[src/rtl/sparse_mult_scheduler.sv]
// Drives a combinational xor_adder so that acc += sparse * dense over GF(2)[x]/(x^(N_WORDS*WORD_WIDTH)-1).
// Sparse positions are consumed two per pass; each pass sweeps every acc word as read-dense / read-acc / write.
module sparse_mult_scheduler #(
  parameter int WORD_WIDTH = 32,
  parameter int N_WORDS    = 64,
  parameter int ADDR_W     = 6,
  parameter int WEIGHT     = 66,
  parameter int PADDR_W    = 7,
  parameter int POS_W      = 11
) (
  input  logic                  clk,
  input  logic                  rst,
  input  logic                  start,
  input  logic                  clear_acc,
  output logic                  busy,
  output logic                  done,
  output logic                  pos_rd_en,
  output logic [PADDR_W-1:0]    pos_rd_addr,
  input  logic [POS_W-1:0]      pos_rd_data,
  output logic [ADDR_W-1:0]     dense_rd_addr0,
  output logic [ADDR_W-1:0]     dense_rd_addr1,
  input  logic [WORD_WIDTH-1:0] dense_rd_data0,
  input  logic [WORD_WIDTH-1:0] dense_rd_data1,
  output logic [ADDR_W-1:0]     acc_rd_addr,
  input  logic [WORD_WIDTH-1:0] acc_rd_data,
  output logic                  acc_wr_en,
  output logic [ADDR_W-1:0]     acc_wr_addr,
  output logic [WORD_WIDTH-1:0] acc_wr_data,
  output logic [WORD_WIDTH-1:0] normal_high_word_left,
  output logic [WORD_WIDTH-1:0] normal_high_word_right,
  output logic [WORD_WIDTH-1:0] normal_low_word_left,
  output logic [WORD_WIDTH-1:0] normal_low_word_right,
  output logic [WORD_WIDTH-1:0] acc_poly,
  output logic [5:0]            normal_start,
  output logic [5:0]            sparse_start,
  input  logic [WORD_WIDTH-1:0] result
);

  localparam int SH = $clog2(WORD_WIDTH);

  typedef enum logic [2:0] {IDLE, RD_PA, RD_PB, CALC, RD_HI, RD_LO, WR, DONE} state_t;

  state_t              state, next;
  logic [PADDR_W:0]    k;
  logic [PADDR_W:0]    k_inc;
  logic [PADDR_W:0]    k_next;
  logic [ADDR_W-1:0]   j;
  logic [ADDR_W-1:0]   q_a, q_b;
  logic [5:0]          start_a, start_b;
  logic                vld_b;
  logic                clr_r;
  logic                b_avail;
  logic                more;
  logic                last_j;
  logic [WORD_WIDTH-1:0] hi_left_p1, hi_right_p1;

  // (a - b) mod N_WORDS for a < N_WORDS, b <= N_WORDS
  function automatic logic [ADDR_W-1:0] sub_mod(input logic [ADDR_W-1:0] a,
                                                input logic [ADDR_W:0]   b);
    logic [ADDR_W+1:0] d;
    d = {2'b00, a} - {1'b0, b};
    if (d[ADDR_W+1]) d = d + (ADDR_W+2)'(N_WORDS);
    return d[ADDR_W-1:0];
  endfunction

  function automatic logic [ADDR_W-1:0] word_of(input logic [POS_W-1:0] p);
    return ADDR_W'(p >> SH);
  endfunction

  // Bit offset handed to the adder: WORD_WIDTH - r, so r = 0 maps to WORD_WIDTH
  function automatic logic [5:0] start_of(input logic [POS_W-1:0] p);
    return 6'(WORD_WIDTH - int'(p[SH-1:0]));
  endfunction

  assign k_inc   = k + (PADDR_W+1)'(1);
  assign k_next  = k + (PADDR_W+1)'(2);
  assign b_avail = 32'(k_inc) < 32'(WEIGHT);
  assign more    = 32'(k_next) < 32'(WEIGHT);
  assign last_j  = (j == ADDR_W'(N_WORDS - 1));

  always_ff @(posedge clk or posedge rst) begin
    if (rst) state <= IDLE;
    else     state <= next;
  end

  always_comb begin
    next           = state;
    busy           = 1'b0;
    done           = 1'b0;
    pos_rd_en      = 1'b0;
    pos_rd_addr    = '0;
    dense_rd_addr0 = '0;
    dense_rd_addr1 = '0;
    acc_rd_addr    = '0;
    acc_wr_en      = 1'b0;
    acc_wr_addr    = '0;
    case (state)
      IDLE: if (start) next = RD_PA;
      RD_PA: begin
        busy        = 1'b1;
        pos_rd_en   = 1'b1;
        pos_rd_addr = k[PADDR_W-1:0];
        next        = RD_PB;
      end
      RD_PB: begin
        busy      = 1'b1;
        pos_rd_en = b_avail;
        if (b_avail) pos_rd_addr = k_inc[PADDR_W-1:0];
        next      = CALC;
      end
      CALC: begin
        busy = 1'b1;
        next = RD_HI;
      end
      RD_HI: begin
        busy           = 1'b1;
        dense_rd_addr0 = sub_mod(j, {1'b0, q_a});
        dense_rd_addr1 = sub_mod(j, (ADDR_W+1)'(q_a) + (ADDR_W+1)'(1));
        next           = RD_LO;
      end
      RD_LO: begin
        busy           = 1'b1;
        dense_rd_addr0 = sub_mod(j, {1'b0, q_b});
        dense_rd_addr1 = sub_mod(j, (ADDR_W+1)'(q_b) + (ADDR_W+1)'(1));
        acc_rd_addr    = j;
        next           = WR;
      end
      WR: begin
        busy        = 1'b1;
        acc_wr_en   = 1'b1;
        acc_wr_addr = j;
        if (!last_j)   next = RD_HI;
        else if (more) next = RD_PA;
        else           next = DONE;
      end
      DONE: begin
        done = 1'b1;
        next = IDLE;
      end
      default: next = IDLE;
    endcase
  end

  always_ff @(posedge clk or posedge rst) begin
    if (rst) begin
      k           <= '0;
      j           <= '0;
      q_a         <= '0;
      q_b         <= '0;
      start_a     <= '0;
      start_b     <= '0;
      vld_b       <= 1'b0;
      clr_r       <= 1'b0;
      hi_left_p1  <= '0;
      hi_right_p1 <= '0;
    end else begin
      case (state)
        IDLE: if (start) begin
          k     <= '0;
          clr_r <= clear_acc;
        end
        RD_PB: begin
          q_a     <= word_of(pos_rd_data);
          start_a <= start_of(pos_rd_data);
          vld_b   <= b_avail;
        end
        CALC: begin
          j <= '0;
          if (vld_b) begin
            q_b     <= word_of(pos_rd_data);
            start_b <= start_of(pos_rd_data);
          end else begin
            q_b     <= '0;
            start_b <= 6'(WORD_WIDTH);
          end
        end
        // stage p1: pair-A words held while pair-B words are in flight
        RD_LO: begin
          hi_left_p1  <= dense_rd_data0;
          hi_right_p1 <= dense_rd_data1;
        end
        WR: begin
          j <= j + ADDR_W'(1);
          if (last_j) begin
            k     <= k_next;
            clr_r <= 1'b0;
          end
        end
        default: ;
      endcase
    end
  end

  assign normal_high_word_left  = hi_left_p1;
  assign normal_high_word_right = hi_right_p1;
  assign normal_low_word_left   = (state == WR && vld_b) ? dense_rd_data0 : '0;
  assign normal_low_word_right  = (state == WR && vld_b) ? dense_rd_data1 : '0;
  assign acc_poly               = (state == WR && !clr_r) ? acc_rd_data : '0;
  assign acc_wr_data            = (state == WR) ? result : '0;
  assign normal_start           = start_a;
  assign sparse_start           = start_b;

endmodule
[config.mk]
export PLATFORM = sky130hd
export DESIGN_NAME = sparse_mult_scheduler
export DESIGN_NICKNAME = d
export VERILOG_FILES = /design/src/rtl/sparse_mult_scheduler.sv
export SDC_FILE = /design/constraint.sdc
export NUM_CORES = 1
export LEC_CHECK = 0
export ABC_AREA = 1
export BUFFER_PORTS_ARGS = -buffer_cell sky130_fd_sc_hd__buf_4
export CAP_MARGIN = 0
export CORE_AREA = 5 5 147 149
export DETAILED_ROUTE_END_ITERATION = 10
export DIE_AREA = 0 0 152 154
export HOLD_SLACK_MARGIN = 0.12
export SYNTH_ARGS = -nofsm -noshare
export SYNTH_HDL_FRONTEND = slang
export SYNTH_SLANG_ARGS = --single-unit
[constraint.sdc]
create_clock -name clk -period 6.95 [get_ports clk]
set_input_delay 0.3475 -clock clk [delete_from_list [all_inputs] [get_ports clk]]
set_output_delay 0.3475 -clock clk [all_outputs]
set_load 0.02 [all_outputs]
==> flow_metrics.tcl <==
set metrics [dict create \
    status "finished clean" \
    ys_ff_latch 106 \
    pwr-share-comb 0.581 \
    fin_skew_ns 0.00753 \
    firstDrtPassIters 5 \
    power.leakage_nw 5.62 \
    worstRegToRegCells 5 \
    cts_hold_buf 1 \
    min_period_over_period 0.470 \
    power_density_nw_per_um2 391 \
    syn_area_um2 6110 \
    die_area_um2 23400 \
    hold_depth 3 \
    slew_viol_final 0 \
    yosysWarnings 0 \
    power.switching_mw 1.76 \
    initial_core_util 0.305 \
    placed_cells 1491 \
    numPortBuffers 381 \
    cp_data_required_time_ns 6.60 \
    ant_nets 0 \
    drt_iter0_markers 436 \
    clkLatencyLatePin_ns 0.35 \
    cts_resized 0 \
    multiInputGateArea_um2 2590 \
    fin_cells 1508 \
    post_drt_wl_per_cell_um 16.2 \
    drv_cap 0 \
    finalHoldViolCount 0 \
    finalSetupTns_ns 0 \
    power.total_mw 3.71 \
    rsz0062_at_grt "no" \
    grt_max_degree 136 \
    area_growth_pct 55.2 \
    htreeDepth 3 \
    p_clk_frac 0.132 \
    setup_viol 0 \
    worstMarginPinSlew_ns 1.16 \
    syn_area_per_cell_um2 7.02 \
    viasPerCell 4.32 \
    die_w_um 152 \
    final_util 0.473 \
    ir_drop_uv 220 \
    netlist_top_cells_area "dfrtp_1 (43%), inv_1 (12%), nand2_1 (10%)" \
    fillers 2097 \
    track_usage 0.199 \
    critPathKind "flop to primary output" \
    drc_errors 0 \
    core.rowCount 52 \
    io_pins 382 \
    grt_pass1_wl_mm 37.0 \
    gp_congestion 0.900 \
    cts_setup_buffers 0 \
    yosysSeqAreaShare 0.434 \
    grt_pass1_vias 6229 \
    overflow 0 \
    ys_types 34 \
    p_int_mw 1.95 \
    fmax_mhz 306 \
    placed_area_um2 9190 \
    critPathLaunchType "flop" \
    tritoncts "done" \
    root_buffer "clkbuf_16" \
    end_kind "primary output" \
    hpwl_mm 20.0 \
    maxSlewHeadroom 0.228 \
    cts_inserted_buffers 9 \
    worstHoldPathType "primary input to flop" \
    synth_nets 1034 \
    clk_pin_slew_ns 0.08 \
    cp_max_fo 42 \
    yosysTopAreaCell "dfrtp_1" \
    core_um2 20000 \
    antenna_cells 0 \
    clock_tree.buffer_depth 2 \
    die_h_um 154 \
    yosysTopAreaCellShare 0.434 \
    sw_frac_of_total 0.474 \
    clock-sinks 106 \
    worstPathArrival_ns 2.92 \
    drt-total-wl_mm 24.4 \
    drive_above_1_share 0.341 \
    syn_inst 870 \
    nets 1397 \
    num_vias 6517 \
    period_minus_slack_ns 3.27 \
    fin_area_um2 9480 \
    antenna_found_initial 2 \
    seq_power_share 0.287 \
    regArea_um2 2650 \
]
-- placed cells by master, fill, tap and decap left out, types with 3 or more instances in the layout --
cell type    n
buf_4      384
inv_1      189
nand2_1    169
nor2_1     150
o21ai_0    110
dfrtp_1    106
nand3_1     25
ha_1        18
a21oi_1     16
nor2_2      12
clkbuf_16    9
xor2_1       7
nand4_1      5
o22ai_1      3
fa_1         3
inv_6        3
-- cell type report --
cell class / count / area share
flip-flops and latches: 106 / 0.280
inverters: 193 / 0.0767
clock buffers: 9 / 0.0238
well taps: 270 / 0.0356
multi-input cells: 538 / 0.273
repair buffers: 385 / 0.305
clock inverters: 7 / 0.00541
-- critical path, cell delays in order (launching register included) --
cell     delay [ns]
dfrtp_1        0.45
inv_1          0.11
nand2_2        0.15
nor2_8         0.06
inv_2          0.49
or2_1          0.95
nor2_1         0.12
buf_4          0.21
-- cells by family (layout without fill, tap and decap cells) --
| family | count (synthesis) | in the layout | share of synthesized area |
|---|---|---|---|
| compound gates | 139 | 139 | 0.120 |
| fa+ha+maj | 21 | 21 | 0.0467 |
| buf+inv | 226 | 594 | 0.143 |
| flops | 106 | 106 | 0.434 |
| simple gates | 371 | 371 | 0.246 |
| xor+xnor | 7 | 7 | 0.0100 |
-- final timing paths --
| check | startpoint | endpoint | slack (ns) |
|---|---|---|---|
| setup / recovery | state[0]$_DFFE_PP0N_ | acc_poly[18] | 3.68 |
| setup reg to reg | state[0]$_DFFE_PP0N_ | normal_start[4]$_DFFE_PP0P_ | 4.87 |
| hold / removal | pos_rd_data[10] | q_a[5]$_DFFE_PP0P_ | 0.21 |
| hold reg to reg | normal_high_word_right[15]$_DFFE_PP0N_ | normal_high_word_right[15]$_DFFE_PP0N_ | 0.48 |
| max in group asynchronous | rst | q_a[4]$_DFFE_PP0P_ | 5.09 |
| min in group asynchronous | rst | normal_start[0]$_DFFE_PP0P_ | 0.63 |
-- metal layers --
metal | up-vias | routed length (um) | track usage
met4 | 4 | 314 | 0.0411
li1 | 3342 | - | -
met3 | 25 | 1050 | 0.0413
met1 | 3004 | 10500 | 0.261
met2 | 142 | 12500 | 0.341
met5 | - | 27 | 0
-- power by group through the flow --
stage	Clock, mW	Combinational, mW	Sequential [mW]
floorplan	0	0.999	1.30
global placement	0	2.15	1.07
detailed placement	0	2.18	1.07
CTS	0.509	2.19	1.06
global route	0.536	2.37	1.10
finish	0.490	2.15	1.06
-- Yosys cell counts --
| cell | number |
|---|---|
| nor2_1 | 150 |
| nor3b_1 | 1 |
| inv_2 | 2 |
| buf_2 | 4 |
| nand2_1 | 170 |
| a21oi_1 | 16 |
| o221ai_1 | 1 |
| nand2_2 | 1 |
| o21ai_1 | 1 |
| o21bai_2 | 1 |
| nor2_8 | 1 |
| o22ai_1 | 3 |
| clkbuf_1 | 23 |
| xor2_1 | 7 |
| or2_1 | 1 |
| a21o_1 | 1 |
| buf_1 | 3 |
| o21bai_1 | 1 |
| nand3_1 | 26 |
| o32ai_1 | 1 |
| or2_2 | 2 |
| clkinv_1 | 1 |
| fa_1 | 3 |
| inv_1 | 190 |
| a22o_1 | 2 |
| nor2_2 | 12 |
| nand4_1 | 5 |
| nor3_1 | 2 |
| a21boi_0 | 1 |
| o21ai_0 | 110 |
| ha_1 | 18 |
| buf_6 | 3 |
| o31ai_1 | 1 |
| dfrtp_1 | 106 |
-- registers in the layout, summed over array words and instances, names as in the netlist --
| register | count |
|---|---|
| clr_r | 1 |
| j | 6 |
| k | 7 |
| normal_high_word_left | 32 |
| normal_high_word_right | 32 |
| normal_start | 6 |
| q_a | 6 |
| q_b | 6 |
| sparse_start | 6 |
| state | 3 |
| vld_b | 1 |
-- through the flow --
stage / setup WS [ns] / hold WS (ns)
after floorplan: 3.81 / 0.451
after detailed placement: 4.10 / 0.452
after global placement: 4.22 / 0.451
after global routing: 3.45 / 0.207
after CTS: 3.70 / 0.193
final: 3.68 / 0.214
(Power assumes the default switching activity.)
